--- config.mk ---
export PLATFORM = sky130hd
export DESIGN_NAME = decoder_scan_nto2n_flat
export DESIGN_NICKNAME = d
export VERILOG_FILES = /design/src/rtl/decoder_scan_nto2n_if.sv /design/src/rtl/decoder_scan_nto2n.sv /design/src/flat_wrapper.sv
export SDC_FILE = /design/constraint.sdc
export NUM_CORES = 1
export LEC_CHECK = 0
export CELL_PAD_IN_SITES_DETAIL_PLACEMENT = 0
export CELL_PAD_IN_SITES_GLOBAL_PLACEMENT = 1
export CORE_ASPECT_RATIO = 1.1
export CORE_MARGIN = 2
export CORE_UTILIZATION = 32
export CTS_CLUSTER_DIAMETER = 200
export CTS_CLUSTER_SIZE = 24
export DETAILED_ROUTE_END_ITERATION = 7
export PLACE_DENSITY = 0.8
export SETUP_SLACK_MARGIN = 0.5
export SLEW_MARGIN = 30
export SYNTH_ARGS = -nofsm -noshare
export SYNTH_HDL_FRONTEND = slang
export SYNTH_SLANG_ARGS = --single-unit
--- constraint.sdc ---
create_clock -name clk -period 1.9 [get_ports clk]
set_clock_uncertainty 0.1 [all_clocks]
set_input_delay 0.38 -clock clk [delete_from_list [all_inputs] [get_ports clk]]
set_output_delay 0.38 -clock clk [all_outputs]
set_load 0.02 [all_outputs]
--- src/rtl/decoder_scan_nto2n_if.sv ---
// Control and decode bus of the N-to-2^N scanning decoder.
// The display/keypad controller holds the master side; the decoder holds the slave side.
interface decoder_scan_nto2n_if #(
  parameter int unsigned N = 2
);
  logic                 en;
  logic [1:0]           mode;
  logic [N-1:0]         b;
  logic [(1 << N)-1:0]  d;
  logic [N-1:0]         code;
  logic                 wrap;

  modport master (
    output en, mode, b,
    input  d, code, wrap
  );

  modport slave (
    input  en, mode, b,
    output d, code, wrap
  );
endinterface

--- src/rtl/decoder_scan_nto2n.sv ---
// N-to-2^N decoder with registered one-hot output, enable, selectable polarity
// and an autonomous up/down scan mode that dwells DWELL cycles on each code.
module decoder_scan_nto2n #(
  parameter int unsigned N          = 2,
  parameter int unsigned DWELL      = 4,
  parameter bit          ACTIVE_LOW = 1'b0
) (
  input  logic                 clk,
  input  logic                 rst,
  decoder_scan_nto2n_if.slave  bus
);

  localparam int unsigned W  = 1 << N;
  localparam int unsigned DW = (DWELL > 1) ? $clog2(DWELL) : 1;
  localparam logic [DW-1:0] DWELL_LAST = DW'(DWELL - 1);

  typedef enum logic [1:0] {
    MODE_DIRECT    = 2'b00,
    MODE_SCAN_UP   = 2'b01,
    MODE_SCAN_DOWN = 2'b10,
    MODE_HOLD      = 2'b11
  } mode_e;

  mode_e          mode_in;
  mode_e          mode_q,  mode_n;
  logic [N-1:0]   code_q,  code_n;
  logic [DW-1:0]  dwell_q, dwell_n;
  logic           wrap_q,  wrap_n;
  logic           en_q,    en_n;
  logic [W-1:0]   d_q,     d_n;
  logic [W-1:0]   onehot;
  logic           dwell_done;

  assign mode_in    = mode_e'(bus.mode);
  assign dwell_done = (dwell_q == DWELL_LAST);

  always_ff @(posedge clk) begin
    if (rst) begin
      mode_q  <= MODE_DIRECT;
      code_q  <= '0;
      dwell_q <= '0;
      wrap_q  <= 1'b0;
      en_q    <= 1'b0;
      d_q     <= ACTIVE_LOW ? '1 : '0;
    end else begin
      mode_q  <= mode_n;
      code_q  <= code_n;
      dwell_q <= dwell_n;
      wrap_q  <= wrap_n;
      en_q    <= en_n;
      d_q     <= d_n;
    end
  end

  // A mode change only re-arms the dwell counter; stepping starts next edge.
  always_comb begin
    mode_n  = mode_q;
    code_n  = code_q;
    dwell_n = dwell_q;
    wrap_n  = 1'b0;
    en_n    = bus.en;
    if (bus.en) begin
      mode_n = mode_in;
      if (mode_in != mode_q) begin
        dwell_n = '0;
        if (mode_in == MODE_DIRECT) begin
          code_n = bus.b;
        end
      end else begin
        unique case (mode_in)
          MODE_DIRECT: begin
            code_n  = bus.b;
            dwell_n = '0;
          end
          MODE_SCAN_UP: begin
            if (dwell_done) begin
              dwell_n = '0;
              code_n  = code_q + N'(1);
              wrap_n  = &code_q;
            end else begin
              dwell_n = dwell_q + DW'(1);
            end
          end
          MODE_SCAN_DOWN: begin
            if (dwell_done) begin
              dwell_n = '0;
              code_n  = code_q - N'(1);
              wrap_n  = ~|code_q;
            end else begin
              dwell_n = dwell_q + DW'(1);
            end
          end
          MODE_HOLD: begin
          end
          default: begin
          end
        endcase
      end
    end
  end

  // Decode the next code so d lands on the same edge as code.
  always_comb begin
    onehot = '0;
    if (en_n) begin
      onehot[code_n] = 1'b1;
    end
    d_n = ACTIVE_LOW ? ~onehot : onehot;
  end

  assign bus.d    = d_q;
  assign bus.code = code_q;
  assign bus.wrap = wrap_q;

endmodule

--- src/flat_wrapper.sv ---
// flat-port wrapper written by rule: the top's interface ports become plain ports
module decoder_scan_nto2n_flat 
#(
  parameter int unsigned N          = 2,
  parameter int unsigned DWELL      = 4,
  parameter bit          ACTIVE_LOW = 1'b0
)
  (clk, rst, bus_en, bus_mode, bus_b, bus_d, bus_code, bus_wrap);
  decoder_scan_nto2n_if #(.N(N)) bus_i ();
  input  logic clk;
  input  logic rst;
  input wire logic [$bits(bus_i.en)-1:0] bus_en;
  input wire logic [$bits(bus_i.mode)-1:0] bus_mode;
  input wire logic [$bits(bus_i.b)-1:0] bus_b;
  output wire logic [$bits(bus_i.d)-1:0] bus_d;
  output wire logic [$bits(bus_i.code)-1:0] bus_code;
  output wire logic [$bits(bus_i.wrap)-1:0] bus_wrap;
  assign bus_i.en = bus_en;
  assign bus_i.mode = bus_mode;
  assign bus_i.b = bus_b;
  assign bus_d = bus_i.d;
  assign bus_code = bus_i.code;
  assign bus_wrap = bus_i.wrap;
  decoder_scan_nto2n #(.N(N), .DWELL(DWELL), .ACTIVE_LOW(ACTIVE_LOW)) u_core (.clk(clk), .rst(rst), .bus(bus_i));
endmodule
[After elaboration in Yosys (flattened, before gate mapping)]
Index checks and enable logic that the tools add are counted.
Word-level totals
  bits in registers: 11
  input port bits: 7
  output and inout bits: 7
  word-level logic and storage cells: 39
Operators by class
  add/subtract/negate cells: 3
  magnitude comparators: 2
  equal/unequal tests: 4
  multiplexer cells: 14
  bitwise operators: 1
  reduce and logical (&&, ||, !) cells: 10
Operator list (number)
  $mux W2: 7
  $pmux W2 S3: 1
  $reduce_or A2 Y1: 3
  $add A2 B1 Y2 const B: 2
  $eq A2 B2 Y1 const B: 2
  $pmux W2 S2: 1
  $reduce_and A2 Y1: 2
  $lt A2 B3 Y1 const B: 1
  $mux W1: 3
  $reduce_bool A3 Y1: 1
  $reduce_or A3 Y1: 1
  $demux W1 S2: 1
  $eq A2 B1 Y1 const B: 1
  $ge A2 B1 Y1 const B: 1
  $logic_not A2 Y1: 1
  $ne A2 B2 Y1: 1
  $pmux W1 S2: 1
  $sub A2 B1 Y2 const B: 1
  $logic_and A1 B1 Y1: 1
  $logic_not A1 Y1: 1
  $not A1 Y1: 1

[Depth between registers and ports, before layout]
  depth in word-level cells: 9
  depth in mapped cells: 6
  mapped depth without buffers: 6

[Least setup slack after synthesis]
OpenSTA, ideal clock, no wires.
  kind: register to register
  start point: register u_core.code_q[0] (netlist: u_core.bus.code[0])
  end point: register u_core.d_q[0] (netlist: u_core.bus.d[0])
  setup time: 117 ps
  arrival: 1731 ps
  data required time: 1683 ps
  setup slack: -48 ps
  stages on the path, launching flop included: 7
  buffers on the path: 0
  clock period less this slack: 1948 ps
  cells stage by stage: dfxtp_1 -> inv_1 -> ha_1 -> mux2i_1 -> o41ai_2 -> a32o_1 -> and4bb_2
Between the ends
  cells in the longest elaborated chain, start to end: 9
  elaborated cells between the ends (all ways): 13
  those cells by class: add/sub: 2; order compare: 2; mux: 8; reduce/logical: 1
Ends and longest elaborated chain
  start, declared: line decoder_scan_nto2n.sv:26  | logic [N-1:0] code_q, code_n;
  start signal, assigned: line decoder_scan_nto2n.sv:47  | code_q <= code_n;
  $sub A2 B1 Y2 / $add A2 B1 Y2 (equally long branches): line decoder_scan_nto2n.sv:87, decoder_scan_nto2n.sv:78
  $mux W2, on equally long branches: line decoder_scan_nto2n.sv:85, decoder_scan_nto2n.sv:76
  $pmux W2 S3: line decoder_scan_nto2n.sv:70  | unique case (mode_in)
  $mux W2: line decoder_scan_nto2n.sv:64  | if (mode_in != mode_q) begin
  $mux W2 (*): line decoder_scan_nto2n.sv:62  | if (bus.en) begin
  $lt A2 B3 Y1 (not written as such) / $ge A2 B1 Y1 (equally long branches): line decoder_scan_nto2n.sv:106  | onehot[code_n] = 1'b1;
  $logic_and A1 B1 Y1 (not written as such): line decoder_scan_nto2n.sv:106
  $mux W1 (not written as such): line decoder_scan_nto2n.sv:106
  $demux W1 S2 (*)
  end signal, assigned: line decoder_scan_nto2n.sv:44  | d_q <= ACTIVE_LOW ? '1 : '0;
  end signal, assigned: line decoder_scan_nto2n.sv:51  | d_q <= d_n;
  end, declared: line decoder_scan_nto2n.sv:30  | logic [W-1:0] d_q, d_n;
Mark *: on every way between the ends. The rest lies on a longest branch, timed or not.
A chain may end at the register's enable or synchronous reset.

[Worst setup path in the final report]
  start point: register u_core.code_q[0] (netlist: u_core.bus.code[0])
  end point: register u_core.d_q[1] (netlist: u_core.bus.d[1])
The elaborated chain is that of the path after synthesis.

==> results_dict.tcl <==
set metrics [dict create \
    run_status "finished, final reports clean" \
    power_uw 576 \
    wl_um 1820 \
    cp-start-kind "flop" \
    routabilityCongestion 0.772 \
    chipHeight_um 51.5 \
    timing.max_cap.violations 0 \
    htree_num_levels 1 \
    cts_buffers 3 \
    leakagePower_uw 0.000457 \
    synth.lib_cells_used.distinct 29 \
    grt_pass1_wl_um 2940 \
    clock_tree.buffer_depth 2 \
    p_seq_share_pct 42.6 \
    asyncSetResetFlopFracSynth_pct 0 \
    worstPathCellList "inv_4 -> ha_4 -> mux2i_1 -> o41ai_2 -> a32o_2 -> buf_4 -> a211oi_2" \
    crit_path_end_kind "flop" \
    finalNetCount 120 \
    fmax_mhz 614 \
    worst_ep_arrival_time_ns 1.72 \
    dp_cells 125 \
    tightest_slew_ns 0.290 \
    path_max_fanout 3 \
    netSwitchingPower_uw 168 \
    syn_inst 71 \
    place_area_sq_um 950 \
    setup_viol 0 \
    core_area_sq_mm 0.00198 \
    die_w_um 47.2 \
    drtAntennaViolNets 0 \
    synth_top_flop_cell "dfxtp_1" \
    cts_hold_buffers 0 \
    grt_usage_pct 17.0 \
    worstPathRequired_ns 1.99 \
    initial_antenna_violation_count 0 \
    detailedPlacementHpwl_um 1270 \
    min_cycle_time_layout_ns 1.63 \
    syn_nets 85 \
    comb_power_share_pct 30.0 \
    overflow 0 \
    hold_class "reg2reg" \
    largest_net_degree_at_the_start_of_global_routing 8 \
    worst_path_max_delay_cell "dfxtp_4" \
    detail_route.drc_violations 0 \
    dieArea_sq_mm 0.00243 \
    power_frac_clock_pct 27.3 \
    ir_worst_vdd_mv 0.342 \
    synth-edff-count 0 \
    routedWlPerCell_um 13.7 \
    fin_area_sq_mm 0.00115 \
    clock_tree_from_tritoncts "yes" \
    unrepaired_setup_endpoints_after_global_routing "yes" \
    clkSlewWorstSetupHoldPaths_ns 0.07 \
    clock_latency_on_the_worst_skew_pair_ns 0.27 \
    first_global_vias 694 \
    internal_power_uw 407 \
    initial_core_util_pct 33.1 \
    antenna-diode-count 0 \
    ys_seq_elements 11 \
    final-instance-count-excl-fill 133 \
    worst_max_slew_margin_expressed_relative_to_the_limit_pct 80.4 \
    cellPowerDensity_mw_per_mm2 502 \
    area_overhead_of_the_layout_relative_to_synthesis_pct 74.8 \
    netlist_area_sq_um 656 \
    vias 679 \
    row_count 17 \
    synthesis.area_per_instance_sq_um 9.23 \
    post_drt_via_cell_ratio 5.11 \
    clock-root-buffer "clkbuf_4" \
    drt_first_iter_violations 8 \
    timing.final.hold_violations 0 \
    p_sw_share_pct 29.2 \
    buffer_ports.inserted 13 \
    top_level_ports 14 \
    synth_warnings 0 \
    synth_sequential_area_ratio_pct 33.6 \
    worst_path_class_setup "reg2reg" \
    final_layout_size_suffix_gt1_share_pct 54.3 \
    cts.sinks 11 \
    post_route_fraction_of_the_period_consumed_by_the_critical_path_pct 85.8 \
    detailedRoute.firstPassIterationCount 4 \
    timing_max_transition_violations_final 0 \
    critPathMaxStageDelay_ns 0.36 \
]
Yosys cell counts, types with 2 or more instances:
library cell	instances	area [sq um]
nand2_1	6	22.5
nand3_1	2	10.0
ha_1	7	87.6
a211oi_1	2	15.0
nand4_1	3	18.8
xnor2_1	2	17.5
mux2i_1	4	40.0
nor2_1	6	22.5
dfxtp_1	11	220
inv_1	5	18.8
a21oi_1	4	20.0
xor2_1	2	17.5
cell type report:
type / instances / area [sq um]
fill: 177 / 832
timing repair buffer: 31 / 264
clock buffer: 4 / 26.3
sequential: 11 / 235
inverter: 5 / 21.3
tap: 28 / 35.0
multi-input combinational: 54 / 564
through the flow:
stage,setup slack (ns),hold slack [ns],TNS (ns),utilization (%)
4_1_cts,0.176,0.369,0,54.3
2_1_floorplan,0.165,0.330,0,-
3_5_place_dp,-0.379,0.356,-2.35,48.0
6_report,0.270,0.379,0,57.9
5_1_grt,0.195,0.402,0,57.9
3_3_place_gp,-0.343,0.349,-2.17,48.0
registers in the layout, summed over array words and instances, names as in the netlist:
register / cells
u_core.dwell_q: 2
u_core.mode_q: 2
u_core.bus.d: 4
u_core.bus.wrap: 1
u_core.bus.code: 2
power by group through the flow:
stage          clock (uW)  combinational [uW]  sequential [uW]
2_1_floorplan           0                64.1              252
3_3_place_gp            0                 133              248
3_5_place_dp            0                 136              248
4_1_cts               164                 154              244
5_1_grt               173                 188              246
6_report              157                 173              245
cell families (layout without fill, tap and decap cells):
family,after synthesis,in the layout,share of synthesized area [%]
flops,11,11,33.6
mux,4,4,6.11
fa+ha+maj,7,7,13.4
simple gates,24,24,19.8
buf+inv,6,40,4.01
compound gates,15,15,17.7
xor+xnor,4,4,5.34
layout by cell type, fill, tap and decap left out, drive strengths merged:
cell	Yosys	routed
o31a	1	1
a211oi	2	2
clkbuf	0	6
a2bb2oi	1	1
nor2	6	6
a21oi	4	4
buf	1	20
o31ai	1	1
clkdlybuf4s15	0	5
and4b	1	1
nor4b	1	1
o41ai	1	1
dlygate4sd2	0	1
mux2i	4	4
a32o	1	1
o21ai	1	1
nand2	6	6
and4bb	1	1
xor2	2	2
dfxtp	11	11
xnor2	2	2
a32oi	1	1
nor4	1	1
clkdlybuf4s50	0	3
nand3	2	2
o21bai	1	1
and3	1	1
nor2b	1	1
inv	5	5
ha	7	7
nand4	3	3
nand2b	1	1
a21o	1	1
worst paths after layout:
path / from / endpoint / slack (ns) / cells past startpoint
max: u_core.bus.code[0] / u_core.bus.d[1] / 0.27 / 7
min: u_core.dwell_q[1] / u_core.dwell_q[1] / 0.38 / 2
max reg2reg: u_core.bus.code[0] / u_core.bus.d[1] / 0.27 / 7
min reg2reg: u_core.dwell_q[1] / u_core.dwell_q[1] / 0.38 / 2
layer usage:
| layer | GRT usage (%) | share of wire, % | vias up |
|---|---|---|---|
| li1 | - | - | 329 |
| met2 | 28.1 | 51 | 21 |
| met5 | 0 | 0 | - |
| met4 | 6.48 | 2.5 | 0 |
| met3 | 6.01 | 5.1 | 4 |
| met1 | 19.4 | 41 | 325 |
worst max-delay path: cells and delay by family, from the launching register on:
kind,cells,cell delay (ns)
fa+ha+maj,1,0.25
mux,1,0.21
flops,1,0.36
buf+inv,2,0.17
compound gates,3,0.47
what timing repair did:
| item | CTS | global route |
|---|---|---|
| buffers inserted | 4 | 0 |
| resized for setup | 39 | 22 |
| pin swaps | 7 | 11 |
| hold endpoints to repair | 0 | 0 |
| endpoints found under the setup margin | 16 | 16 |
Power figures use the tool's default switching activity.
